$ cat config.mk
export PLATFORM = sky130hd
export DESIGN_NAME = keypad_scanner
export DESIGN_NICKNAME = d
export VERILOG_FILES = /design/src/rtl/keypad_scanner.sv
export SDC_FILE = /design/constraint.sdc
export NUM_CORES = 1
export LEC_CHECK = 0
export ABC_CLOCK_PERIOD_IN_PS = 10300
export CAP_MARGIN = 30
export CORE_UTILIZATION = 64
export CTS_CLUSTER_DIAMETER = 100
export CTS_CLUSTER_SIZE = 16
export DETAILED_ROUTE_END_ITERATION = 8
export MAX_ROUTING_LAYER = met4
export PLACE_DENSITY = 0.88
export SLEW_MARGIN = 20
export SYNTH_ARGS = -nofsm -noshare
export SYNTH_HDL_FRONTEND = slang
export SYNTH_SLANG_ARGS = --single-unit
$ cat constraint.sdc
create_clock -name clk -period 10.3 [get_ports clk]
set_input_delay 1.545 -clock clk [delete_from_list [all_inputs] [get_ports clk]]
set_output_delay 1.545 -clock clk [all_outputs]
set_load 0.01 [all_outputs]
$ cat src/rtl/keypad_scanner.sv
// ROWS x COLS matrix scanner with per-key debounce, n-key rollover and a FWFT press/release event FIFO.
// Optional auto-repeat of the most recently pressed key is enabled with `define KEYPAD_AUTOREPEAT_EN.
module keypad_scanner #(
    parameter int ROWS           = 4,
    parameter int COLS           = 4,
    parameter int SCAN_DIV       = 1200,
    parameter int DEBOUNCE_SCANS = 3,
    parameter int FIFO_DEPTH     = 4,
    parameter int REPEAT_DELAY   = 50,
    parameter int REPEAT_PERIOD  = 10,
    localparam int KW            = $clog2(ROWS*COLS)
) (
    input  logic                 clk,
    input  logic                 rst_n,
    input  logic [COLS-1:0]      col_inputs,
    output logic [ROWS-1:0]      row_outputs,
    output logic                 ev_valid,
    input  logic                 ev_ready,
    output logic [KW-1:0]        ev_key,
    output logic                 ev_press,
    output logic                 ev_repeat,
    output logic [ROWS*COLS-1:0] key_state,
    output logic                 overflow,
    input  logic                 ovf_clr
);

    localparam int NK = ROWS*COLS;
    localparam int DW = $clog2(SCAN_DIV);
    localparam int RW = $clog2(ROWS);
    localparam int CW = $clog2(COLS);
    localparam int PW = $clog2(FIFO_DEPTH);

    if (ROWS < 2 || ROWS > 8 || COLS < 2 || COLS > 8 || SCAN_DIV < COLS+4 ||
        DEBOUNCE_SCANS < 1 || DEBOUNCE_SCANS > 15 || FIFO_DEPTH < 2 ||
        (FIFO_DEPTH & (FIFO_DEPTH-1)) != 0 || REPEAT_DELAY < 1 || REPEAT_PERIOD < 1) begin : g_param_check
        $error("keypad_scanner: illegal parameter set");
    end

    typedef enum logic [1:0] {PH_DRIVE, PH_SETTLE, PH_READ} phase_e;

    logic [COLS-1:0] col_meta_q, col_sync_q;
    logic [DW-1:0]   div_q;
    phase_e          phase_q;
    logic [RW-1:0]   row_q;
    logic [ROWS-1:0] row_out_q;
    logic [3:0]      cnt_q [NK];
    logic [NK-1:0]   state_q;

    logic [KW-1:0]   fkey_q   [FIFO_DEPTH];
    logic            fpress_q [FIFO_DEPTH];
    logic [PW-1:0]   rd_q, wr_q;
    logic [PW:0]     count_q, count_d;
    logic            ovf_q;

    logic            rd_en, raw, commit;
    logic [CW-1:0]   col;
    logic [KW-1:0]   key_idx;
    logic [3:0]      cnt_inc;
    logic            push_v, push_press, push_rep, push_ok, pop, full, drop;
    logic [KW-1:0]   push_key;

`ifdef KEYPAD_AUTOREPEAT_EN
    localparam int TMAX = (REPEAT_DELAY > REPEAT_PERIOD) ? REPEAT_DELAY : REPEAT_PERIOD;
    localparam int TW   = $clog2(TMAX+1);
    logic            trk_valid_q, trk_first_q, trk_arm_q;
    logic [KW-1:0]   trk_key_q;
    logic [TW-1:0]   trk_cnt_q, trk_next;
    logic [RW-1:0]   trk_row;
    logic            rep_slot, rep_fire;
    logic            frep_q [FIFO_DEPTH];
`endif

    always_comb begin
        rd_en      = (phase_q == PH_READ) && (div_q < DW'(COLS));
        col        = div_q[CW-1:0];
        key_idx    = KW'(int'(row_q)*COLS + int'(col));
        raw        = ~col_sync_q[col];
        cnt_inc    = cnt_q[key_idx] + 4'd1;
        commit     = rd_en && (raw != state_q[key_idx]) && (cnt_inc == 4'(DEBOUNCE_SCANS));
        push_v     = commit;
        push_key   = key_idx;
        push_press = raw;
        push_rep   = 1'b0;
`ifdef KEYPAD_AUTOREPEAT_EN
        trk_row  = RW'(int'(trk_key_q) / COLS);
        trk_next = trk_cnt_q + TW'(1);
        rep_slot = trk_valid_q && (phase_q == PH_READ) && (div_q == DW'(COLS)) && (row_q == trk_row);
        rep_fire = rep_slot && trk_arm_q &&
                   (trk_first_q ? (trk_next == TW'(REPEAT_DELAY)) : (trk_next == TW'(REPEAT_PERIOD)));
        // Repeat slot (divider = COLS) never coincides with a column evaluation.
        if (rep_fire) begin
            push_v     = 1'b1;
            push_key   = trk_key_q;
            push_press = 1'b1;
            push_rep   = 1'b1;
        end
`endif
        pop     = ev_valid && ev_ready;
        full    = (count_q == (PW+1)'(FIFO_DEPTH));
        push_ok = push_v && (!full || pop);
        drop    = push_v && full && !pop;
        count_d = count_q + (PW+1)'(push_ok) - (PW+1)'(pop);
    end

    always_ff @(posedge clk) begin
        col_meta_q <= col_inputs;
        col_sync_q <= col_meta_q;
        if (push_ok) begin
            fkey_q[wr_q]   <= push_key;
            fpress_q[wr_q] <= push_press;
`ifdef KEYPAD_AUTOREPEAT_EN
            frep_q[wr_q]   <= push_rep;
`endif
        end
    end

    always_ff @(posedge clk) begin
        if (!rst_n) begin
            div_q     <= '0;
            phase_q   <= PH_DRIVE;
            row_q     <= '0;
            row_out_q <= '1;
            state_q   <= '0;
            for (int i = 0; i < NK; i++) cnt_q[i] <= '0;
            rd_q      <= '0;
            wr_q      <= '0;
            count_q   <= '0;
            ovf_q     <= 1'b0;
        end else begin
            if (div_q == DW'(SCAN_DIV-1)) begin
                div_q <= '0;
                case (phase_q)
                    PH_DRIVE:  phase_q <= PH_SETTLE;
                    PH_SETTLE: phase_q <= PH_READ;
                    default: begin
                        phase_q <= PH_DRIVE;
                        row_q   <= (row_q == RW'(ROWS-1)) ? '0 : row_q + RW'(1);
                    end
                endcase
            end else begin
                div_q <= div_q + DW'(1);
            end
            if (phase_q == PH_DRIVE) row_out_q <= ~({{(ROWS-1){1'b0}}, 1'b1} << row_q);

            if (rd_en) begin
                if (raw == state_q[key_idx] || commit) cnt_q[key_idx] <= '0;
                else                                   cnt_q[key_idx] <= cnt_inc;
                if (commit) state_q[key_idx] <= raw;
            end

            if (push_ok) wr_q <= wr_q + PW'(1);
            if (pop)     rd_q <= rd_q + PW'(1);
            count_q <= count_d;
            // A drop in the same cycle as a clear leaves the flag set.
            if (drop)         ovf_q <= 1'b1;
            else if (ovf_clr) ovf_q <= 1'b0;
        end
    end

`ifdef KEYPAD_AUTOREPEAT_EN
    always_ff @(posedge clk) begin
        if (!rst_n) begin
            trk_valid_q <= 1'b0;
            trk_first_q <= 1'b0;
            trk_arm_q   <= 1'b0;
            trk_key_q   <= '0;
            trk_cnt_q   <= '0;
        end else if (commit && raw) begin
            trk_valid_q <= 1'b1;
            trk_first_q <= 1'b1;
            trk_arm_q   <= 1'b0;
            trk_key_q   <= key_idx;
            trk_cnt_q   <= '0;
        end else if (commit && (key_idx == trk_key_q)) begin
            trk_valid_q <= 1'b0;
        end else if (rep_slot) begin
            // The slot in the press frame itself only arms the tracker.
            if (!trk_arm_q) begin
                trk_arm_q <= 1'b1;
            end else if (rep_fire) begin
                trk_cnt_q   <= '0;
                trk_first_q <= 1'b0;
            end else begin
                trk_cnt_q <= trk_next;
            end
        end
    end
    assign ev_repeat = ev_valid ? frep_q[rd_q] : 1'b0;
`else
    assign ev_repeat = 1'b0;
`endif

    assign row_outputs = row_out_q;
    assign key_state   = state_q;
    assign overflow    = ovf_q;
    assign ev_valid    = (count_q != '0);
    assign ev_key      = ev_valid ? fkey_q[rd_q]   : '0;
    assign ev_press    = ev_valid ? fpress_q[rd_q] : 1'b0;

endmodule
==> summary.md <==
| Metric | Value |
|---|---|
| Primary FF master, synth | edfxtp_1 |
| Final WL | 14100 um |
| Placed cell count | 655 |
| Status | completed |
| Finish-stage setup viols | 0 |
| Peak supply drop | 0.153 mV |
| Largest area contributor in the netlist | edfxtp_1 |
| Via density | 6.23 |
| Hold endpoint | col_sync_q[1] |
| Clk slew on worst S/H paths | 0.06 ns |
| Clk buf depth | 2 |
| Hold Path Class | register to register |
| Leakage | 2.61 nW |
| Sw power | 0.310 mW |
| DRT antenna net count | 0 |
| I/O pin count | 36 |
| Util after Layout | 0.746 |
| FFs w/ async S/R, synth | 0 |
| Setup Skew | 0.00902 ns |
| Fin area | 0.00726 mm^2 |
| Most frequent cells in the layout | edfxtp_1 (84), nor2_1 (75), nand2_1 (59) |
| Post-DP Area | 0.00670 mm^2 |
| Initial antenna violation count | 0 |
| Layout cells sized above 1 | 0.124 |
| Slew @ Worst Pin | 0.903 ns |
| P&R area growth vs syn | 13.9% |
| Commonest non-fill, non-tap cell in the layout | edfxtp_1 |
| Resized Gates After CTS | 0 |
| Final net count | 567 |
| CP cell instances | buf_4 -> mux4_1 -> nand2_1 -> and4_1 -> inv_1 -> a21o_1 -> a21oi_2 -> o21ai_1 -> ha_1 -> inv_1 -> ha_1 -> inv_1 -> fa_1 -> xnor2_1 -> xnor2_1 -> and2_1 |
| Setup bufs post-CTS | 0 |
| Number of global-route vias before repair | 4296 |
| Die Area | 0.0104 mm^2 |
| CP Class | register to register |
| Crit. End Element | register |
| Distinct cells, synth | 48 |
| Congestion Overflow GR | 0 |
| PortBufs | 34 |
| Hold Path Depth | 0 |
| Syn nets | 546 |
| First-pass DRT Iterations | 5 |
| TritonCTS clock tree | done |
| Hold path startpoint | col_meta_q[1] |
| R2R Setup Slk | 5.61 ns |
| Cell Area, Synth | 0.00637 mm^2 |
| Relative slew slack | 0.398 |
| Power density over cell area | 184 mW/mm^2 |
| Via count | 4289 |
| RSZ-0062 raised after global routing | false |
| Hold Vio Cnt, Final | 0 |
| CP max stage cell | a21oi_2 |
| Sequential power share | 0.466 |
| Critical Path RT | 10.72 ns |
| CTS root buf | clkbuf_8 |
| Post-DP HPWL | 9110 um |
| Clock sink total | 137 |
| Pin count of the biggest net entering global routing | 59 |
| Critical path data arrival time | 5.11 ns |
| Pint | 1.02 mW |
| Final cycle utilization of the critical path | 0.455 |
| Clk_lat worst skew | 0.53 ns |
| Top cells by area, synth | edfxtp_1 (40%), dfxtp_1 (17%), mux4_2 (6.4%) |
| Core Area | 0.00973 mm^2 |
| Worst path max stage delay | 0.71 ns |
| Final critical-path required period | 4.69 ns |
| Max Slew Vio Count | 0 |
| Max frequency | 213 MHz |
| Die height | 102 um |
| Clk network pwr share | 0.408 |
| Most used cell, CP | inv_1 |
| Startpoint Class | register |
| H-tree depth | 4 |
| Sw frac | 0.233 |
| Initial core utilization | 0.655 |
| Non-filler cells, final | 688 |
| Avg Cell Area, Syn | 12.2 um^2 |
| First-pass GRT wire length | 22000 um |
| Drt drc | 0 |
| Die width | 102 um |
| Post-synth EDFFs | 84 |
| Hold-fix buffers at CTS | 0 |
| CP Buf/Inv Count | 4 |
| Max cap viols | 0 |
| FF+latch count, synth | 137 |
| Ys Warns | 0 |
| Diode count | 0 |
| Combinational cell fraction of total power | 0.125 |
| WL per Instance | 20.5 um |
| GR Util All Layers | 0.306 |
| Share of the synthesized area in the top cell type | 0.396 |
| Initial drt markers | 360 |
| # fillers | 613 |
| Rows | 36 |
| Worst r2r src | div_q[0] |
| Worst reg2reg path depth | 16 |
| TritonCTS buffer count | 17 |
| Pwr Total | 1.33 mW |
| CP delay by family, top | compound AO/OA/AOI/OAI gates |
| Reg2reg end | count_q[2] |
| Routability cong. | 0.851 |
| Register area share after synthesis | 0.562 |
| CP max FO | 28 |
| Post-Synthesis Cells | 521 |
| Setup TNS | 0 ns |
## routing by layer
layer	wire, um	vias up	track usage	share of wire
met5	0	-	-	0
met4	384	0	0.133	0.027
met3	1040	45	0.0663	0.074
met2	7410	227	0.517	0.53
met1	5270	2103	0.352	0.37
li1	-	1914	-	-
## Yosys cell counts, types with 2 or more instances
master	count
nor2_4	10
nor3_1	3
o2111ai_1	17
and2_1	10
buf_4	3
inv_1	15
xnor2_1	11
ha_1	16
nor2_1	76
nand2_2	2
buf_1	2
nand3_2	2
and3_1	4
xor2_1	5
o21ai_0	17
mux4_1	8
mux4_2	18
nand3_1	9
buf_12	2
clkbuf_1	22
or2_2	2
dfxtp_1	53
nor2b_1	8
nor4b_1	2
nand2_1	59
a22oi_1	8
nor4_1	2
a21oi_1	2
mux2i_1	20
and4_1	3
buf_2	5
edfxtp_1	84
o211ai_1	4
buf_6	3
## final cells by class
| class | instances | area (um^2) | share of cell area |
|---|---|---|---|
| sequential | 137 | 3580 | 0.494 |
| multi-input combinational | 332 | 2530 | 0.348 |
| clock buffer | 30 | 523 | 0.0720 |
| timing repair buffer | 39 | 393 | 0.0541 |
| tap | 133 | 166 | 0.0229 |
| inverter | 15 | 56.3 | 0.00776 |
| clock inverter | 2 | 11.3 | 0.00155 |
## registers in the layout, summed over array words and instances, names as in the netlist, named ones only
signal / flops
col_meta_q: 4
row_q: 2
wr_q: 2
fkey_q: 16
phase_q: 2
cnt_q: 64
col_sync_q: 4
div_q: 11
row_outputs: 4
key_state: 16
rd_q: 2
count_q: 3
overflow: 1
fpress_q: 4
## logic make-up after synthesis
| kind of cell | count (synthesis) | share of synthesized area |
|---|---|---|
| mux | 47 | 0.130 |
| buf+inv | 52 | 0.0420 |
| other cells | 1 | 0.000588 |
| fa+ha+maj | 17 | 0.0345 |
| flops | 137 | 0.562 |
| compound gates | 53 | 0.0579 |
| xor+xnor | 16 | 0.0220 |
| simple gates | 198 | 0.151 |
## power by group through the flow
| stage | registers, mW | clock network (mW) | logic (mW) |
|---|---|---|---|
| 6_report | 0.622 | 0.545 | 0.167 |
| 5_1_grt | 0.624 | 0.569 | 0.183 |
| 4_1_cts | 0.623 | 0.545 | 0.166 |
| 3_5_place_dp | 0.633 | 0 | 0.163 |
| 3_3_place_gp | 0.633 | 0 | 0.157 |
| 2_1_floorplan | 0.623 | 0 | 0.119 |
## worst max path at each step
stage | startpoint | end | cells past startpoint
4_1_cts | div_q[0] | count_q[2] | 16
6_report | div_q[0] | count_q[2] | 16
5_1_grt | div_q[0] | count_q[2] | 16
2_1_floorplan | div_q[0] | count_q[2] | 18
3_5_place_dp | div_q[0] | count_q[2] | 16
3_3_place_gp | div_q[0] | count_q[2] | 15
## per-stage QoR
step	worst slack [ns]	hold slack, ns
2_1_floorplan	6.55	0.310
3_3_place_gp	5.91	0.310
3_5_place_dp	5.72	0.318
4_1_cts	5.64	0.329
5_1_grt	5.29	0.330
6_report	5.61	0.329
Power figures use the tool's default switching activity.
